--- config.mk ---
export PLATFORM = sky130hd
export DESIGN_NAME = spell_stack_unit_flat
export DESIGN_NICKNAME = d
export VERILOG_FILES = /design/src/rtl/spell_pkg.sv /design/src/rtl/spell_stack_unit_if.sv /design/src/rtl/spell_stack_ram.sv /design/src/rtl/spell_stack_unit.sv /design/src/flat_wrapper.sv
export SDC_FILE = /design/constraint.sdc
export NUM_CORES = 1
export LEC_CHECK = 0
export ABC_AREA = 1
export BUFFER_PORTS_ARGS = -buffer_cell sky130_fd_sc_hd__clkbuf_2
export CELL_PAD_IN_SITES_DETAIL_PLACEMENT = 0
export CELL_PAD_IN_SITES_GLOBAL_PLACEMENT = 1
export CORE_MARGIN = 3
export CORE_UTILIZATION = 38
export CTS_BUF_LIST = sky130_fd_sc_hd__clkbuf_2
export DETAILED_ROUTE_END_ITERATION = 8
export GPL_ROUTABILITY_DRIVEN = 0
export HOLD_SLACK_MARGIN = 0.06
export PLACE_DENSITY = 0.75
export SKIP_LAST_GASP = 1
export SYNTH_ARGS = -nofsm -noshare
export SYNTH_HDL_FRONTEND = slang
export SYNTH_SLANG_ARGS = --single-unit
--- constraint.sdc ---
create_clock -name clk -period 12.98 [get_ports clk]
set_input_delay 0.649 -clock clk [delete_from_list [all_inputs] [get_ports clk]]
set_output_delay 0.649 -clock clk [all_outputs]
set_load 0.01 [all_outputs]
--- src/rtl/spell_pkg.sv ---
// Shared types for the spell data-stack engine: sequencer states and
// debug target select codes.
package spell_pkg;

   typedef enum logic [1:0] {
      ST_CLEAR = 2'd0,
      ST_IDLE  = 2'd1,
      ST_FAULT = 2'd2
   } state_e;

   localparam logic [1:0] DBG_SEL_CNT   = 2'd0;
   localparam logic [1:0] DBG_SEL_TOP   = 2'd1;
   localparam logic [1:0] DBG_SEL_BELOW = 2'd2;
   localparam logic [1:0] DBG_SEL_PUSH  = 2'd3;

endpackage

--- src/rtl/spell_stack_unit_if.sv ---
// Execute-unit stack op channel. An op transfers on a cycle where
// op_valid && op_ready; the request fields must be stable while op_valid is high.
interface spell_stack_unit_if #(
   parameter int WIDTH = 8
);
   logic             op_valid;
   logic             op_ready;
   logic [1:0]       op_pop;
   logic [1:0]       op_push;
   logic [WIDTH-1:0] op_top;
   logic [WIDTH-1:0] op_below;

   modport master (
      output op_valid, op_pop, op_push, op_top, op_below,
      input  op_ready
   );

   modport slave (
      input  op_valid, op_pop, op_push, op_top, op_below,
      output op_ready
   );
endinterface

--- src/rtl/spell_stack_ram.sv ---
// DEPTH x WIDTH register array, two async read ports and two write ports.
// Write port 0 wins on an address clash.
module spell_stack_ram #(
   parameter int  WIDTH = 8,
   parameter int  DEPTH = 32,
   localparam int AW    = $clog2(DEPTH)
) (
   input  logic             clk,
   input  logic             we0_i,
   input  logic [AW-1:0]    wa0_i,
   input  logic [WIDTH-1:0] wd0_i,
   input  logic             we1_i,
   input  logic [AW-1:0]    wa1_i,
   input  logic [WIDTH-1:0] wd1_i,
   input  logic [AW-1:0]    ra0_i,
   input  logic [AW-1:0]    ra1_i,
   output logic [WIDTH-1:0] rd0_o,
   output logic [WIDTH-1:0] rd1_o
);
   logic [WIDTH-1:0] mem_q [DEPTH];

   always_ff @(posedge clk) begin
      if (we1_i) mem_q[wa1_i] <= wd1_i;
      if (we0_i) mem_q[wa0_i] <= wd0_i;
   end

   assign rd0_o = mem_q[ra0_i];
   assign rd1_o = mem_q[ra1_i];
endmodule

--- src/rtl/spell_stack_unit.sv ---
// Parametrised data stack with wrap/trap pointer policy, auto-clear sequencer
// and a serial debug load/dump shift register.
module spell_stack_unit
   import spell_pkg::*;
#(
   parameter int  WIDTH     = 8,
   parameter int  DEPTH     = 32,
   parameter int  WRAP_MODE = 1,
   localparam int SPW       = $clog2(DEPTH)
) (
   input  logic              clk,
   input  logic              rst_n,
   spell_stack_unit_if.slave op_if,
   output logic [WIDTH-1:0]  top,
   output logic [WIDTH-1:0]  below,
   output logic [SPW:0]      cnt,
   input  logic              clear,
   output logic              clear_busy,
   output logic              err_overflow,
   output logic              err_underflow,
   input  logic              err_clear,
   input  logic [1:0]        dbg_sel,
   input  logic              dbg_load,
   input  logic              dbg_dump,
   input  logic              dbg_shift_in,
   output logic              dbg_shift_out,
   output state_e            state_o
);
   localparam logic [SPW+2:0] DEPTH_X  = (SPW+3)'(DEPTH);
   localparam logic [SPW:0]   CNT_FULL = (SPW+1)'(DEPTH);
   localparam logic [SPW-1:0] IDX_LAST = SPW'(DEPTH-1);

   state_e           state_q;
   logic [SPW-1:0]   idx_q;
   logic [SPW:0]     cnt_q;
   logic             ovf_q;
   logic             unf_q;
   logic [WIDTH-1:0] shreg_q;
   logic             sout_q;

   logic             in_idle;
   logic             load_go;
   logic             op_go;
   logic             stack_go;
   logic [1:0]       eff_pop;
   logic [1:0]       eff_push;
   logic [WIDTH-1:0] eff_top;
   logic [SPW+2:0]   n_full;
   logic [SPW-1:0]   n_idx;
   logic [SPW-1:0]   top_idx;
   logic [SPW-1:0]   below_idx;
   logic [SPW:0]     n_cnt;
   logic [SPW:0]     cnt_load;
   logic [31:0]      sh_ext;
   logic             unf_hit;
   logic             ovf_hit;
   logic             fault_hit;
   logic [WIDTH-1:0] dump_val;
   logic             we0;
   logic             we1;
   logic [SPW-1:0]   wa0;
   logic [SPW-1:0]   wa1;
   logic [WIDTH-1:0] wd0;
   logic [WIDTH-1:0] wd1;

   assign in_idle        = (state_q == ST_IDLE);
   assign load_go        = in_idle && !clear && dbg_load;
   assign op_if.op_ready = in_idle && !clear && !dbg_load;
   assign op_go          = op_if.op_valid && op_if.op_ready;
   assign stack_go       = op_go || (load_go && dbg_sel == DBG_SEL_PUSH);

   // A debug PUSH load reuses the op datapath as push=1, pop=0.
   always_comb begin
      eff_pop  = (op_if.op_pop  == 2'd3) ? 2'd2 : op_if.op_pop;
      eff_push = (op_if.op_push == 2'd3) ? 2'd2 : op_if.op_push;
      eff_top  = op_if.op_top;
      if (load_go) begin
         eff_pop  = 2'd0;
         eff_push = 2'd1;
         eff_top  = shreg_q;
      end
   end

   assign n_full    = {2'b00, cnt_q} - (SPW+3)'(eff_pop) + (SPW+3)'(eff_push);
   assign n_idx     = n_full[SPW-1:0];
   assign unf_hit   = (SPW+1)'(eff_pop) > cnt_q;
   assign ovf_hit   = !unf_hit && (n_full > DEPTH_X);
   assign fault_hit = (WRAP_MODE == 0) && (unf_hit || ovf_hit);
   assign n_cnt     = (WRAP_MODE != 0) ? {1'b0, n_idx} : n_full[SPW:0];

   assign top_idx   = cnt_q[SPW-1:0] - SPW'(1);
   assign below_idx = cnt_q[SPW-1:0] - SPW'(2);

   assign sh_ext   = 32'(shreg_q);
   assign cnt_load = (WRAP_MODE != 0)       ? {1'b0, sh_ext[SPW-1:0]} :
                     (sh_ext > 32'(DEPTH))  ? CNT_FULL : sh_ext[SPW:0];

   // The PUSH select has no stored value of its own; a dump of it captures top.
   always_comb begin
      case (dbg_sel)
         DBG_SEL_CNT:   dump_val = WIDTH'(cnt_q);
         DBG_SEL_BELOW: dump_val = below;
         default:       dump_val = top;
      endcase
   end

   always_comb begin
      we0 = 1'b0;
      wa0 = '0;
      wd0 = '0;
      we1 = 1'b0;
      wa1 = '0;
      wd1 = '0;
      if (state_q == ST_CLEAR) begin
         we0 = 1'b1;
         wa0 = idx_q;
      end else if (stack_go && !fault_hit) begin
         we0 = (eff_push != 2'd0);
         wa0 = n_idx - SPW'(1);
         wd0 = eff_top;
         we1 = (eff_push == 2'd2);
         wa1 = n_idx - SPW'(2);
         wd1 = op_if.op_below;
      end else if (load_go && dbg_sel == DBG_SEL_TOP) begin
         we0 = 1'b1;
         wa0 = top_idx;
         wd0 = shreg_q;
      end else if (load_go && dbg_sel == DBG_SEL_BELOW) begin
         we0 = 1'b1;
         wa0 = below_idx;
         wd0 = shreg_q;
      end
   end

   spell_stack_ram #(
      .WIDTH (WIDTH),
      .DEPTH (DEPTH)
   ) u_ram (
      .clk   (clk),
      .we0_i (we0),
      .wa0_i (wa0),
      .wd0_i (wd0),
      .we1_i (we1),
      .wa1_i (wa1),
      .wd1_i (wd1),
      .ra0_i (top_idx),
      .ra1_i (below_idx),
      .rd0_o (top),
      .rd1_o (below)
   );

   always_ff @(posedge clk or negedge rst_n) begin
      if (!rst_n) begin
         state_q <= ST_CLEAR;
         idx_q   <= '0;
         cnt_q   <= '0;
         ovf_q   <= 1'b0;
         unf_q   <= 1'b0;
         shreg_q <= '0;
         sout_q  <= 1'b0;
      end else begin
         sout_q  <= shreg_q[WIDTH-1];
         shreg_q <= dbg_dump ? dump_val : {shreg_q[WIDTH-2:0], dbg_shift_in};
         case (state_q)
            ST_CLEAR: begin
               idx_q <= idx_q + SPW'(1);
               if (idx_q == IDX_LAST) state_q <= ST_IDLE;
            end
            ST_IDLE: begin
               if (clear) begin
                  cnt_q   <= '0;
                  idx_q   <= '0;
                  ovf_q   <= 1'b0;
                  unf_q   <= 1'b0;
                  state_q <= ST_CLEAR;
               end else begin
                  if (err_clear) begin
                     ovf_q <= 1'b0;
                     unf_q <= 1'b0;
                  end
                  if (stack_go) begin
                     if (fault_hit) begin
                        ovf_q   <= ovf_hit;
                        unf_q   <= unf_hit;
                        state_q <= ST_FAULT;
                     end else begin
                        cnt_q <= n_cnt;
                     end
                  end else if (load_go && dbg_sel == DBG_SEL_CNT) begin
                     cnt_q <= cnt_load;
                  end
               end
            end
            ST_FAULT: begin
               if (clear) begin
                  cnt_q   <= '0;
                  idx_q   <= '0;
                  ovf_q   <= 1'b0;
                  unf_q   <= 1'b0;
                  state_q <= ST_CLEAR;
               end else if (err_clear) begin
                  ovf_q   <= 1'b0;
                  unf_q   <= 1'b0;
                  state_q <= ST_IDLE;
               end
            end
            default: state_q <= ST_CLEAR;
         endcase
      end
   end

   assign cnt           = cnt_q;
   assign clear_busy    = (state_q == ST_CLEAR);
   assign err_overflow  = ovf_q;
   assign err_underflow = unf_q;
   assign dbg_shift_out = sout_q;
   assign state_o       = state_q;
endmodule
--- src/flat_wrapper.sv ---
// flat-port wrapper written by rule: the top's interface ports become plain ports
module spell_stack_unit_flat import spell_pkg::*;
#(
   parameter int  WIDTH     = 8,
   parameter int  DEPTH     = 32,
   parameter int  WRAP_MODE = 1,
   localparam int SPW       = $clog2(DEPTH)
)
  (clk, rst_n, top, below, cnt, clear, clear_busy, err_overflow, err_underflow, err_clear, dbg_sel, dbg_load, dbg_dump, dbg_shift_in, dbg_shift_out, state_o, op_if_op_valid, op_if_op_pop, op_if_op_push, op_if_op_top, op_if_op_below, op_if_op_ready);
  spell_stack_unit_if #(.WIDTH(WIDTH)) op_if_i ();
  input  logic clk;
  input  logic rst_n;
  output logic [WIDTH-1:0] top;
  output logic [WIDTH-1:0] below;
  output logic [SPW:0] cnt;
  input  logic clear;
  output logic clear_busy;
  output logic err_overflow;
  output logic err_underflow;
  input  logic err_clear;
  input  logic [1:0] dbg_sel;
  input  logic dbg_load;
  input  logic dbg_dump;
  input  logic dbg_shift_in;
  output logic dbg_shift_out;
  output state_e state_o;
  input wire logic [$bits(op_if_i.op_valid)-1:0] op_if_op_valid;
  input wire logic [$bits(op_if_i.op_pop)-1:0] op_if_op_pop;
  input wire logic [$bits(op_if_i.op_push)-1:0] op_if_op_push;
  input wire logic [$bits(op_if_i.op_top)-1:0] op_if_op_top;
  input wire logic [$bits(op_if_i.op_below)-1:0] op_if_op_below;
  output wire logic [$bits(op_if_i.op_ready)-1:0] op_if_op_ready;
  assign op_if_i.op_valid = op_if_op_valid;
  assign op_if_i.op_pop = op_if_op_pop;
  assign op_if_i.op_push = op_if_op_push;
  assign op_if_i.op_top = op_if_op_top;
  assign op_if_i.op_below = op_if_op_below;
  assign op_if_op_ready = op_if_i.op_ready;
  spell_stack_unit #(.WIDTH(WIDTH), .DEPTH(DEPTH), .WRAP_MODE(WRAP_MODE)) u_core (.clk(clk), .rst_n(rst_n), .op_if(op_if_i), .top(top), .below(below), .cnt(cnt), .clear(clear), .clear_busy(clear_busy), .err_overflow(err_overflow), .err_underflow(err_underflow), .err_clear(err_clear), .dbg_sel(dbg_sel), .dbg_load(dbg_load), .dbg_dump(dbg_dump), .dbg_shift_in(dbg_shift_in), .dbg_shift_out(dbg_shift_out), .state_o(state_o));
endmodule
# == Word level (Yosys, flattened, before mapping) ==
# Memories as Yosys holds them, arrays and structs flattened.
# Cells that the tools add are included.
# op_classes
n_addsub,7
n_reduce_logical,22
eq_ne,15
mux,43
# op_table
op,n
$mux 8,8
$mux 5,7
$mux 6,4
$mux 2,8
$pmux 8 s2,1
$eq 2x2->1 const B,6
$mux 1,12
$pmux 6 s2,1
$pmux 5 s2,1
$sub 5x1->5 const B,2
$sub 5x2->5 const B,2
$logic_and 1x1->1,8
$reduce_bool 2->1,4
$pmux 2 s3,1
$reduce_and 3->1,2
$add 5x1->5 const B,1
$add 5x2->5,1
$eq 5x5->1 const B,1
$sub 5x2->5,1
$eq 2x1->1 const B,2
$logic_not 2->1,2
$ne 2x1->1 const B,2
$ne 2x2->1 const B,2
$ne 4x4->1 const B,1
5 further kinds,7
# word_totals
ramBits,256
out_inout_bits,29
mem_count,1
reg_bits,23
# mem_list
memory,depth,word_bits,read_ports,rd_clocked_by_memory_dff,wr,line_no,source
u_core.u_ram.mem_q,32,8,2,0,2,spell_stack_ram.sv:20,logic [WIDTH-1:0] mem_q [DEPTH];

# == Depth between registers and ports, before layout ==
# logic_depth
depth_word,10
ltp_mapped,25

# == Cells and area by module ==
# From an unflattened synthesis, not the netlist that was laid out.
# unflattened
hier_cells,2481
area_unflattened_um2,17845.9
# by_module_without_submodules
module,instances,area_per_inst_um2,seq_area_each_um2,cells_per_inst
spell_stack_ram,1,15816.4,7687.4,2174
spell_stack_unit,1,2029.4,500.5,307

# == Worst setup path before layout ==
# Ideal clock, no wire load.
# synth_timing
kind,input-to-reg
from,in clear
to,mem u_core.u_ram.mem_q[31][0] (enable)
slack_ns,8.505
path_buffers,1
t_required_ns,12.596
setup_time_ns,0.384
cell_stages,18
t_arrival_ns,4.091
path_cell_list,inv_2 nand3_2 clkbuf_1 nand3b_1 inv_1 ha_1 inv_1 ha_1 fa_1 xnor2_1 ha_1 nand2_1 nand2_1 nand3b_1 nand3_1 a21oi_4 nand4_2 o21ai_0
# synth_rtl
element,line_no,source
start: declaration,flat_wrapper.sv:16,input logic clear;
end: declaration,spell_stack_ram.sv:20,

==> results.sh <==
export IMPL_status="finished clean"
export IMPL_tritoncts_num_sinks=276
export IMPL_final_setup_worst_slack_ns=6.75
export IMPL_num_vias=19500
export IMPL_power_density_mw_per_mm2=272
export IMPL_r2r_setup_slk_ns=6.75
export IMPL_final_max_slew_violation_count=0
export IMPL_clock_skew_final_ns=0.0849
export IMPL_start_util_pct=38.7
export IMPL_floorplan_core_area_sq_mm=0.0505
export IMPL_gr_max_usage_layer="met2"
export IMPL_drc=0
export IMPL_vdd_ir_drop_worst_uv=259
export IMPL_place_detailed_hpwl_um=46200
export IMPL_syn_inst=2584
export IMPL_drt_wirelength_per_cell_um=23.4
export IMPL_numPlacedInstances=3133
export IMPL_route_detailed_vias_per_inst=5.97
export IMPL_post_route_cell_area_sq_mm=0.0210
export IMPL_largest_net_degree_at_the_start_of_global_routing=104
export IMPL_clock_tree_htree_level_count=3
export IMPL_critical_path_n_buffers_inverters=5
export IMPL_seq_area_frac_synth_pct=41.9
export IMPL_num_io_pins=59
export IMPL_post_route_period_util_pct=48.0
export IMPL_synth_area_leader_cell="sky130_fd_sc_hd__edfxtp_1"
export IMPL_chipHeight_um=233
export IMPL_die_area_sq_mm=0.0542
export IMPL_synth_flop_cell="sky130_fd_sc_hd__edfxtp_1"
export IMPL_final_cells=3269
export IMPL_synthMostInstantiatedCell="sky130_fd_sc_hd__nand2_1"
export IMPL_io_buf_count=53
export IMPL_syn_avg_cell_area_sq_um=7.57
export IMPL_power_share_switching_pct=59.7
export IMPL_clkLatencyLatePin_ns=1.03
export IMPL_synthesis_stage_register_bit_count=276
export IMPL_grt_pass1_wl_um=112000
export IMPL_area_sequential_sq_mm=0.00820
export IMPL_multiInputGateArea_sq_mm=0.00987
export IMPL_route_final_wire_length_um=76500
export IMPL_die_x_um=233
export IMPL_drv_cap=0
export IMPL_layout_area_overhead_vs_synth_pct=7.58
export IMPL_ys_warnings=0
export IMPL_setup_total_negative_slack_ns=0
export IMPL_gr_ovfl_total=0
export IMPL_async_flop_share_pct=7.25
export IMPL_finalNetCount=2590
export IMPL_crit_path_max_incr_delay_ns=0.79
export IMPL_grt_setup_unrepaired="no"
export IMPL_synth_enable_flop_cells=256
export IMPL_max_slew_worst_pin_slew_ns=1.34
export IMPL_combPwrFrac_pct=66.8
export IMPL_net_switching_power_uw=3410
export IMPL_num_fill_cells=5133
export IMPL_cellInternalPower_uw=2300
export IMPL_critical_path_cell_chain="nand3_2 -> nand3b_1 -> inv_1 -> ha_1 -> inv_1 -> ha_1 -> fa_1 -> inv_1 -> ha_1 -> nand2_1 -> nand2_1 -> a21oi_2 -> nand2_1 -> o21ai_4 -> buf_4 -> buf_4 -> nand3_2 -> o21ai_0"
export IMPL_critPathLaunchType="flop"
export IMPL_detailed_place_area_sq_mm=0.0203
export IMPL_groute_layer_met2_usage_pct=39.9
export IMPL_path_delay_family="buffers and inverters"
export IMPL_clock_pin_slew_on_the_worst_setup_and_hold_paths_ns=0.12
export IMPL_share_seq_of_total_power_pct=21.3
export IMPL_power_leakage_uw=0.00871
export IMPL_grt_usage_pct=27.7
export IMPL_timing_fmax_mhz=161
export IMPL_post_route_cells_drive_above_1_share_pct=12.1
export IMPL_critPathKind="flop to flop"
export IMPL_post_cts_repair_setup_buffers=0
export IMPL_min_delay_path_class="input pin to asynchronous set/reset pin"
export IMPL_grt_util_met3_pct=7.05
export IMPL_routed_antenna_nets=0
export IMPL_tritoncts="built"
export IMPL_placement_setup_worst_slack_ns=6.79
export IMPL_grt_pass1_vias=17800
export IMPL_drt_pass1_iterations=6
export IMPL_timing_critical_path_arrival_ns=6.86
export IMPL_finalHoldViolCount=0
export IMPL_first_drt_iteration_drcs=2632
export IMPL_synth_top_cell_area_share_pct=39.3
export IMPL_netlist_cell_type_count=47
export IMPL_syn_cell_area_sq_mm=0.0196
export IMPL_endpoint_kind="flop"
export IMPL_library_cell_contributing_the_largest_single_delay_on_the_critical_path="sky130_fd_sc_hd__buf_4"
export IMPL_final_setup_viol_count=0
export IMPL_initial_antenna_violation_count=2
export IMPL_final_min_clock_period_ns=6.23
export IMPL_cts_buffers_inserted=75
export IMPL_synth_top_cells_by_area="sky130_fd_sc_hd__edfxtp_1 39%, sky130_fd_sc_hd__nand2_1 15%, sky130_fd_sc_hd__nand3_1 6.3%"
export IMPL_core_rowCount=82
export IMPL_worst_path_max_fanout=71
export IMPL_groute_layer_met1_usage_pct=39.1
export IMPL_clockBufferDepth=3
export IMPL_clockPowerShare_pct=11.9
export IMPL_worst_path_required_time_ns=13.61
export IMPL_slew_limit_headroom_pct=9.72
export IMPL_synth_cells_most_frequent="765 x sky130_fd_sc_hd__nand2_1, 256 x sky130_fd_sc_hd__edfxtp_1, 245 x sky130_fd_sc_hd__nand3_1, 231 x sky130_fd_sc_hd__o21ai_0, 196 x sky130_fd_sc_hd__nand4_1"
export IMPL_clk_root_buffer_cell="sky130_fd_sc_hd__clkbuf_2"
[through the flow]
| stage | hold WS (ns) | util, % | power, uW |
|---|---|---|---|
| after floorplan | 0.353 | - | 3550 |
| after global placement | 0.397 | 40.2 | 4870 |
| after detailed placement | 0.390 | 40.2 | 4910 |
| after CTS | 0.0697 | 41.7 | 5590 |
| after global routing | 0.139 | 41.7 | 6010 |
| final | 0.133 | 41.7 | 5710 |
[worst paths after layout]
kind / start / end / cells after the start
hold reg to reg: u_core.shreg_q[7] / u_core.dbg_shift_out / 0
max in group asynchronous: rst_n / u_core.cnt[1] / 2
setup / recovery: u_core.state_o[0] / u_core.u_ram.mem_q[9][6] / 18
hold / removal: rst_n / u_core.idx_q[4] / 2
setup reg to reg: u_core.state_o[0] / u_core.u_ram.mem_q[9][6] / 18
min in group clk: dbg_sel[1] / u_core.shreg_q[3] / 6
[worst register-to-register path: cells and delay by family (launching register included)]
family,cells,cell delay [ns]
AO/OA/AOI/OAI,3,0.86
AND/OR/NAND/NOR,6,1.35
buffers and inverters,5,1.61
adder cells (fa/ha/maj),4,1.29
flip-flops,1,0.72
[repair_timing]
item | in CTS | in global routing
resized for setup | 0 | 0
hold endpoints to repair | 35 | 0
hold buffers | 5 | 0
[state kept, by name, indices dropped and copies added, names as in the netlist]
name,cells
u_core.dbg_shift_out,1
u_core.u_ram.mem_q,256
u_core.cnt,5
u_core.shreg_q,8
u_core.idx_q,5
u_core.state_o,1
[cell families (layout without fill, tap and decap cells)]
kind of cell             count (synthesis)  count (layout)  synth area share [%]
XOR/XNOR                                 9               9                 0.557
buffers and inverters                  422             429                  8.87
flip-flops                             276             276                  41.9
AND/OR/NAND/NOR                       1344            1344                  32.9
adder cells (fa/ha/maj)                 17              17                  1.13
other                                    1               7                0.0192
AO/OA/AOI/OAI                          515             515                  14.6
[cell type report]
| class | instances | area share [%] |
|---|---|---|
| Inverter | 189 | 3.38 |
| Timing Repair Buffer | 112 | 3.43 |
| Multi-Input combinational cell | 1889 | 46.9 |
| Tap cell | 672 | 4.00 |
| Antenna cell | 3 | 0.0357 |
| Clock buffer | 103 | 2.45 |
| Sequential cell | 276 | 39.0 |
| Clock inverter | 25 | 0.833 |
[routing by layer]
layer,wire (um),vias up
met5,0,-
met3,9790,173
met4,2810,0
met2,32200,1251
met1,31700,9134
li1,-,8955
[power by group through the flow]
stage | combinational, uW | sequential, uW | clock, uW
CTS | 3690 | 1210 | 684
finish | 3820 | 1220 | 680
global placement | 3640 | 1230 | 0
global route | 4050 | 1230 | 733
detailed placement | 3680 | 1230 | 0
floorplan | 2390 | 1160 | 0
[cell usage in the layout, fill, tap and decap left out, types with 15 or more instances in the layout]
cell type / netlist / layout
sky130_fd_sc_hd__a21oi_1: 175 / 175
sky130_fd_sc_hd__and2_1: 16 / 16
sky130_fd_sc_hd__buf_4: 15 / 54
sky130_fd_sc_hd__clkbuf_2: 1 / 156
sky130_fd_sc_hd__clkinv_1: 2 / 17
sky130_fd_sc_hd__dfrtp_1: 20 / 18
sky130_fd_sc_hd__edfxtp_1: 256 / 256
sky130_fd_sc_hd__ha_1: 16 / 15
sky130_fd_sc_hd__inv_1: 182 / 182
sky130_fd_sc_hd__nand2_1: 765 / 765
sky130_fd_sc_hd__nand3_1: 245 / 245
sky130_fd_sc_hd__nand4_1: 196 / 196
sky130_fd_sc_hd__nor2_1: 62 / 50
sky130_fd_sc_hd__nor2_4: 10 / 22
sky130_fd_sc_hd__o211ai_1: 84 / 84
sky130_fd_sc_hd__o21ai_0: 231 / 230
(Power assumes the default switching activity.)
